`src/rtl/param_fwd_alu_pipe.sv`:
```
// Two-stage pipelined ALU with an internal register file.
// S1 holds fetched operands, S2 holds the result and feeds writeback and the output stream.
module param_fwd_alu_pipe #(
  parameter int DATA_W = 32,
  parameter int ADDR_W = 5,
  parameter int CNT_W  = 32
) (
  input  logic              clk,
  input  logic              rst,
  input  logic              in_valid,
  output logic              in_ready,
  input  logic [3:0]        in_op,
  input  logic [ADDR_W-1:0] in_src1,
  input  logic [ADDR_W-1:0] in_src2,
  input  logic [ADDR_W-1:0] in_dest,
  input  logic [DATA_W-1:0] in_imm,
  output logic              out_valid,
  input  logic              out_ready,
  output logic [ADDR_W-1:0] out_dest,
  output logic [DATA_W-1:0] out_data,
  output logic [3:0]        out_flags,
  output logic [CNT_W-1:0]  retire_cnt
);
  localparam int NUM_REGS = 2**ADDR_W;
  localparam int SH_W     = $clog2(DATA_W);

  localparam logic [3:0] OP_ADD  = 4'd0;
  localparam logic [3:0] OP_SUB  = 4'd1;
  localparam logic [3:0] OP_AND  = 4'd2;
  localparam logic [3:0] OP_OR   = 4'd3;
  localparam logic [3:0] OP_XOR  = 4'd4;
  localparam logic [3:0] OP_SLL  = 4'd5;
  localparam logic [3:0] OP_SRL  = 4'd6;
  localparam logic [3:0] OP_SRA  = 4'd7;
  localparam logic [3:0] OP_SLT  = 4'd8;
  localparam logic [3:0] OP_SLTU = 4'd9;
  localparam logic [3:0] OP_MOVA = 4'd10;
  localparam logic [3:0] OP_LDI  = 4'd11;

  logic [DATA_W-1:0] rf_q [NUM_REGS];

  logic              s1_valid_q;
  logic [3:0]        s1_op_q;
  logic [ADDR_W-1:0] s1_src1_q, s1_src2_q, s1_dest_q;
  logic [DATA_W-1:0] s1_imm_q, s1_opa_q, s1_opb_q;

  logic              s2_valid_q;
  logic [ADDR_W-1:0] s2_dest_q;
  logic [DATA_W-1:0] s2_data_q;
  logic [3:0]        s2_flags_q;
  logic [CNT_W-1:0]  retire_q;

  logic              stall, accept, wb_en, retire;
  logic [DATA_W-1:0] rd_a, rd_b, opa_eff, opb_eff, s2_data_d;
  logic [3:0]        s2_flags_d;
  logic [DATA_W:0]   add_w, sub_w;
  logic [SH_W-1:0]   shamt;
  logic              c_flag, v_flag;

  assign stall   = s2_valid_q && !out_ready;
  assign in_ready = !stall;
  assign accept  = in_valid && !stall;
  assign retire  = s2_valid_q && out_ready;
  assign wb_en   = retire && (s2_dest_q != '0);

  // RF read with write-through of the result retiring this cycle
  always_comb begin
    rd_a = rf_q[in_src1];
    rd_b = rf_q[in_src2];
    if (wb_en && s2_dest_q == in_src1) rd_a = s2_data_q;
    if (wb_en && s2_dest_q == in_src2) rd_b = s2_data_q;
    if (in_src1 == '0) rd_a = '0;
    if (in_src2 == '0) rd_b = '0;
  end

  assign opa_eff = (s1_src1_q != '0 && s2_valid_q && s2_dest_q == s1_src1_q) ? s2_data_q : s1_opa_q;
  assign opb_eff = (s1_src2_q != '0 && s2_valid_q && s2_dest_q == s1_src2_q) ? s2_data_q : s1_opb_q;

  assign add_w = {1'b0, opa_eff} + {1'b0, opb_eff};
  assign sub_w = {1'b0, opa_eff} - {1'b0, opb_eff};
  assign shamt = opb_eff[SH_W-1:0];

  always_comb begin
    s2_data_d = '0;
    c_flag    = 1'b0;
    v_flag    = 1'b0;
    case (s1_op_q)
      OP_ADD: begin
        s2_data_d = add_w[DATA_W-1:0];
        c_flag    = add_w[DATA_W];
        v_flag    = (opa_eff[DATA_W-1] == opb_eff[DATA_W-1]) &&
                    (add_w[DATA_W-1] != opa_eff[DATA_W-1]);
      end
      OP_SUB: begin
        s2_data_d = sub_w[DATA_W-1:0];
        c_flag    = sub_w[DATA_W];
        v_flag    = (opa_eff[DATA_W-1] != opb_eff[DATA_W-1]) &&
                    (sub_w[DATA_W-1] != opa_eff[DATA_W-1]);
      end
      OP_AND:  s2_data_d = opa_eff & opb_eff;
      OP_OR:   s2_data_d = opa_eff | opb_eff;
      OP_XOR:  s2_data_d = opa_eff ^ opb_eff;
      OP_SLL:  s2_data_d = opa_eff << shamt;
      OP_SRL:  s2_data_d = opa_eff >> shamt;
      OP_SRA:  s2_data_d = $signed(opa_eff) >>> shamt;
      OP_SLT:  s2_data_d = {{(DATA_W-1){1'b0}}, ($signed(opa_eff) < $signed(opb_eff))};
      OP_SLTU: s2_data_d = {{(DATA_W-1){1'b0}}, (opa_eff < opb_eff)};
      OP_MOVA: s2_data_d = opa_eff;
      OP_LDI:  s2_data_d = s1_imm_q;
      default: s2_data_d = '0;
    endcase
  end

  assign s2_flags_d = {s2_data_d[DATA_W-1], (s2_data_d == '0), c_flag, v_flag};

  always_ff @(posedge clk) begin
    if (rst) begin
      s1_valid_q <= 1'b0;
      s1_op_q    <= '0;
      s1_src1_q  <= '0;
      s1_src2_q  <= '0;
      s1_dest_q  <= '0;
      s1_imm_q   <= '0;
      s1_opa_q   <= '0;
      s1_opb_q   <= '0;
      s2_valid_q <= 1'b0;
      s2_dest_q  <= '0;
      s2_data_q  <= '0;
      s2_flags_q <= '0;
      retire_q   <= '0;
      for (int i = 0; i < NUM_REGS; i++) rf_q[i] <= '0;
    end else begin
      if (!stall) begin
        s1_valid_q <= accept;
        if (accept) begin
          s1_op_q   <= in_op;
          s1_src1_q <= in_src1;
          s1_src2_q <= in_src2;
          s1_dest_q <= in_dest;
          s1_imm_q  <= in_imm;
          s1_opa_q  <= rd_a;
          s1_opb_q  <= rd_b;
        end
        s2_valid_q <= s1_valid_q;
        s2_dest_q  <= s1_dest_q;
        s2_data_q  <= s2_data_d;
        s2_flags_q <= s2_flags_d;
      end
      if (wb_en) rf_q[s2_dest_q] <= s2_data_q;
      if (retire) retire_q <= retire_q + {{(CNT_W-1){1'b0}}, 1'b1};
    end
  end

  assign out_valid  = s2_valid_q;
  assign out_dest   = s2_dest_q;
  assign out_data   = s2_data_q;
  assign out_flags  = s2_flags_q;
  assign retire_cnt = retire_q;

endmodule

```
`config.mk`:
```
export PLATFORM = sky130hd
export DESIGN_NAME = param_fwd_alu_pipe
export DESIGN_NICKNAME = d
export VERILOG_FILES = /design/src/rtl/param_fwd_alu_pipe.sv
export SDC_FILE = /design/constraint.sdc
export NUM_CORES = 2
export LEC_CHECK = 0
export ABC_CLOCK_PERIOD_IN_PS = 9400
export CORE_UTILIZATION = 30
export CTS_CLUSTER_SIZE = 10
export DETAILED_ROUTE_END_ITERATION = 8
export DONT_BUFFER_PORTS = 1
export PLACE_DENSITY = 0.48
export SYNTH_ARGS = -nofsm -noshare
export SYNTH_HDL_FRONTEND = slang
export SYNTH_SLANG_ARGS = --single-unit
```
`constraint.sdc`:
```
create_clock -name clk -period 9.4 [get_ports clk]
set_input_delay 1.88 -clock clk [delete_from_list [all_inputs] [get_ports clk]]
set_output_delay 1.88 -clock clk [all_outputs]
set_load 0.005 [all_outputs]
```
==> reports/qor.yml <==
status: "finished, violations left"
violations: "max-slew violations"
final_cells: 9699
critPathSlowestCell: "o311ai_1"
initialDrtViolationCount: 7445
avgSynthCellArea_um2: 10.92
holdCritPathClass: "register to register"
synth-seq-cells: 1213
antenna_found_initial: 24
die_w_um: 495.7
grt_busiest_layer: "met2"
crit_type: "register to register"
min_period_over_period: 0.8185
io_buffers: 0
grtUsageTotal: 0.2699
cts_hold_buf: 0
grtUsageMet2: 0.4174
fin_crit_ns: 7.694
async_reset_ff_frac: 0
yosys.area.top_type_share: 0.4206
ys_seq_area_frac: 0.4724
required_ns: 10.14
ios: 130
clk_pin_slew_ns: 0.06
dr.pass1.iters: 5
grt_use_met3: 0.05494
final_antenna_net_count: 0
wirelength_um: 339500
drc: 0
cts_buffers: 152
synth_ff_type: "edfxtp_1"
reg2reg_slack_ns: 1.71
fin_skew_ns: 0.04107
cts_repair_resize_count: 0
yosys.area.top_type: "edfxtp_1"
utilization: 0.3367
synthTopCellsByArea: "edfxtp_1 42%, mux4_2 8.3%, and2_1 7.0%"
grt.met1_usage: 0.3654
avgRoutedWirePerCell_um: 35.01
fillers: 24050
maxCapViolCount: 0
vdd_drop_max_v: 0.0001283
path_cells: "xnor2_1 > nand3_1 > nor3_4 > buf_4 > mux2i_4 > ha_1 > nand2_1 > or3_1 > a211oi_1 > o21bai_1 > o311ai_1 > nand2_1 > o21ai_1 > a31oi_1 > o21bai_1 > xor2_1 > o211ai_1 > nor4_1 > nand4_1 > o41ai_2"
crit_path_start_kind: "register"
crit_path_max_fanout: 34
clock_latency_ns: 0.85
grt_pass1_vias: 56120
end_kind: "register"
clock_sinks: 1213
cts_tree: "done"
globalplace.congestion: 1.017
cellLeakagePower_uw: 0.02868
yosys_warnings: 0
synth_cell_types: 104
dieArea_um2: 245700
hpwl_um: 206700
finalHoldViolCount: 0
coreArea_um2: 241400
initial_core_util: 0.3028
placed_cells: 9430
synth_area_um2: 73110
setup_tns_ns: 0
grt_max_degree: 384
p_per_area_nw_per_um2: 179.1
post_cts_buffers: 0
area_growth_syn_to_layout_pct: 11.20
grt_setup_unrepaired: "false"
cts-root-buf: "clkbuf_16"
arrival_ns: 8.43
crit_path_max_incr_delay_ns: 1.01
finalSetupViolations: 0
fp.dieH_um: 495.7
drv_slew: 62
grt_pass1_wl_um: 463700
relSlewSlack: -0.09896
cts_max_path_buffers: 3
route.vias.total: 58400
final_nets: 6559
max_freq_mhz: 130.0
via_per_inst: 6.021
drive_gt1_frac: 0.1497
syn_inst: 6694
globalRouteOverflowTotal: 0
tightest_slew_ns: 1.648
num_rows: 180
cts_htree_levels: 4
synth_edf_count: 1024
==> stage by stage <==
step,setup WS (ns),hold slack (ns),total power (µW),area (µm²)
after floorplan,3.202,0.4334,7913,73220
after global placement,2.077,0.4370,8928,76660
after detailed placement,2.008,0.4449,8930,76660
after CTS,1.985,0.4530,14560,81270
after global routing,1.603,0.4744,14930,81270
final,1.706,0.4542,14560,81300
==> cell type report <==
class	instances	area (µm²)	share of cell area
antenna	13	32.53	0.0004001
clock buffer	215	4101	0.05045
clock inverter	41	501.7	0.006171
inverter	104	399.1	0.004909
multi-input combinational	4736	36250	0.4459
sequential	1213	34540	0.4248
tap	3185	3985	0.04902
timing repair buffer	192	1491	0.01834
==> kinds of logic after synthesis <==
| family | share of synthesized area |
|---|---|
| AO/OA/AOI/OAI | 0.1411 |
| XOR/XNOR | 0.007633 |
| adder cells (fa/ha/maj) | 0.01818 |
| buffers and inverters | 0.04161 |
| flip-flops | 0.4724 |
| multiplexers | 0.1728 |
| other | 0.00005129 |
| AND/OR/NAND/NOR | 0.1463 |
==> cells in the mapped netlist (all sizes together), types with 159 or more instances <==
master  instances
clkbuf        561
a22oi         159
dfxtp         189
mux2          177
nor2          426
nand2         368
edfxtp       1024
nor3          238
mux4          271
mux2i         449
o211ai        170
a21oi         438
o21ai         338
and2          817
==> cells in the final DEF, fill, tap and decap left out, types with 153 or more instances in the layout <==
cell type / synthesis / layout
mux2_2: 172 / 172
clkbuf_16: 0 / 153
buf_4: 9 / 188
mux2i_1: 445 / 442
nor2_1: 426 / 391
o21ai_0: 325 / 293
dfxtp_1: 189 / 187
and2_1: 817 / 816
nand2_1: 366 / 363
mux4_2: 271 / 271
edfxtp_1: 1024 / 1024
o211ai_1: 170 / 170
a21oi_1: 438 / 438
a22oi_1: 158 / 158
nor3_1: 236 / 232
==> layer usage <==
metal | up-vias | share of wire
li1 | 24560 | -
met1 | 30160 | 0.42
met2 | 3058 | 0.45
met3 | 620 | 0.087
met4 | 4 | 0.046
met5 | - | 0.000077
==> final timing paths <==
path	from	end	cells after the start
min	s1_dest_q[3]$_SDFFE_PP0P_	s1_dest_q[3]$_SDFFE_PP0P_	2
max	out_dest[1]$_SDFFE_PP0N_	out_flags[2]$_SDFFE_PP0N_	20
min reg2reg	s1_dest_q[3]$_SDFFE_PP0P_	s1_dest_q[3]$_SDFFE_PP0P_	2
max reg2reg	out_dest[1]$_SDFFE_PP0N_	out_flags[2]$_SDFFE_PP0N_	20
==> registers in the layout, indices dropped and copies added, names as in the netlist <==
signal and flops:
out_dest 5, out_valid 1, s1_op_q 4, s1_dest_q 5
s1_opb_q 32, s1_valid_q 1, s1_src1_q 5, retire_cnt 32
rf_q 1024, s1_imm_q 32, s1_opa_q 32, s1_src2_q 5
out_data 32, out_flags 3
==> worst max-delay path, delay by kind of cell (launching register included) <==
kind / cells / cell delay, ns
buffers and inverters: 1 / 0.59
xor gates and xnor gates: 2 / 0.39
adders and majority gates: 1 / 0.38
DFF: 1 / 0.82
and+or+nand+nor: 7 / 1.81
muxes: 1 / 0.66
AOI/OAI and AO/OA: 8 / 2.88
==> power by group <==
group / internal, µW / switching (µW) / total, µW
Clock: 3160 / 2490 / 5650
Combinational: 822 / 1870 / 2690
Sequential: 6040 / 186 / 6230
Total: 10000 / 4540 / 14600
No activity file was read; power rests on OpenSTA's default activity.
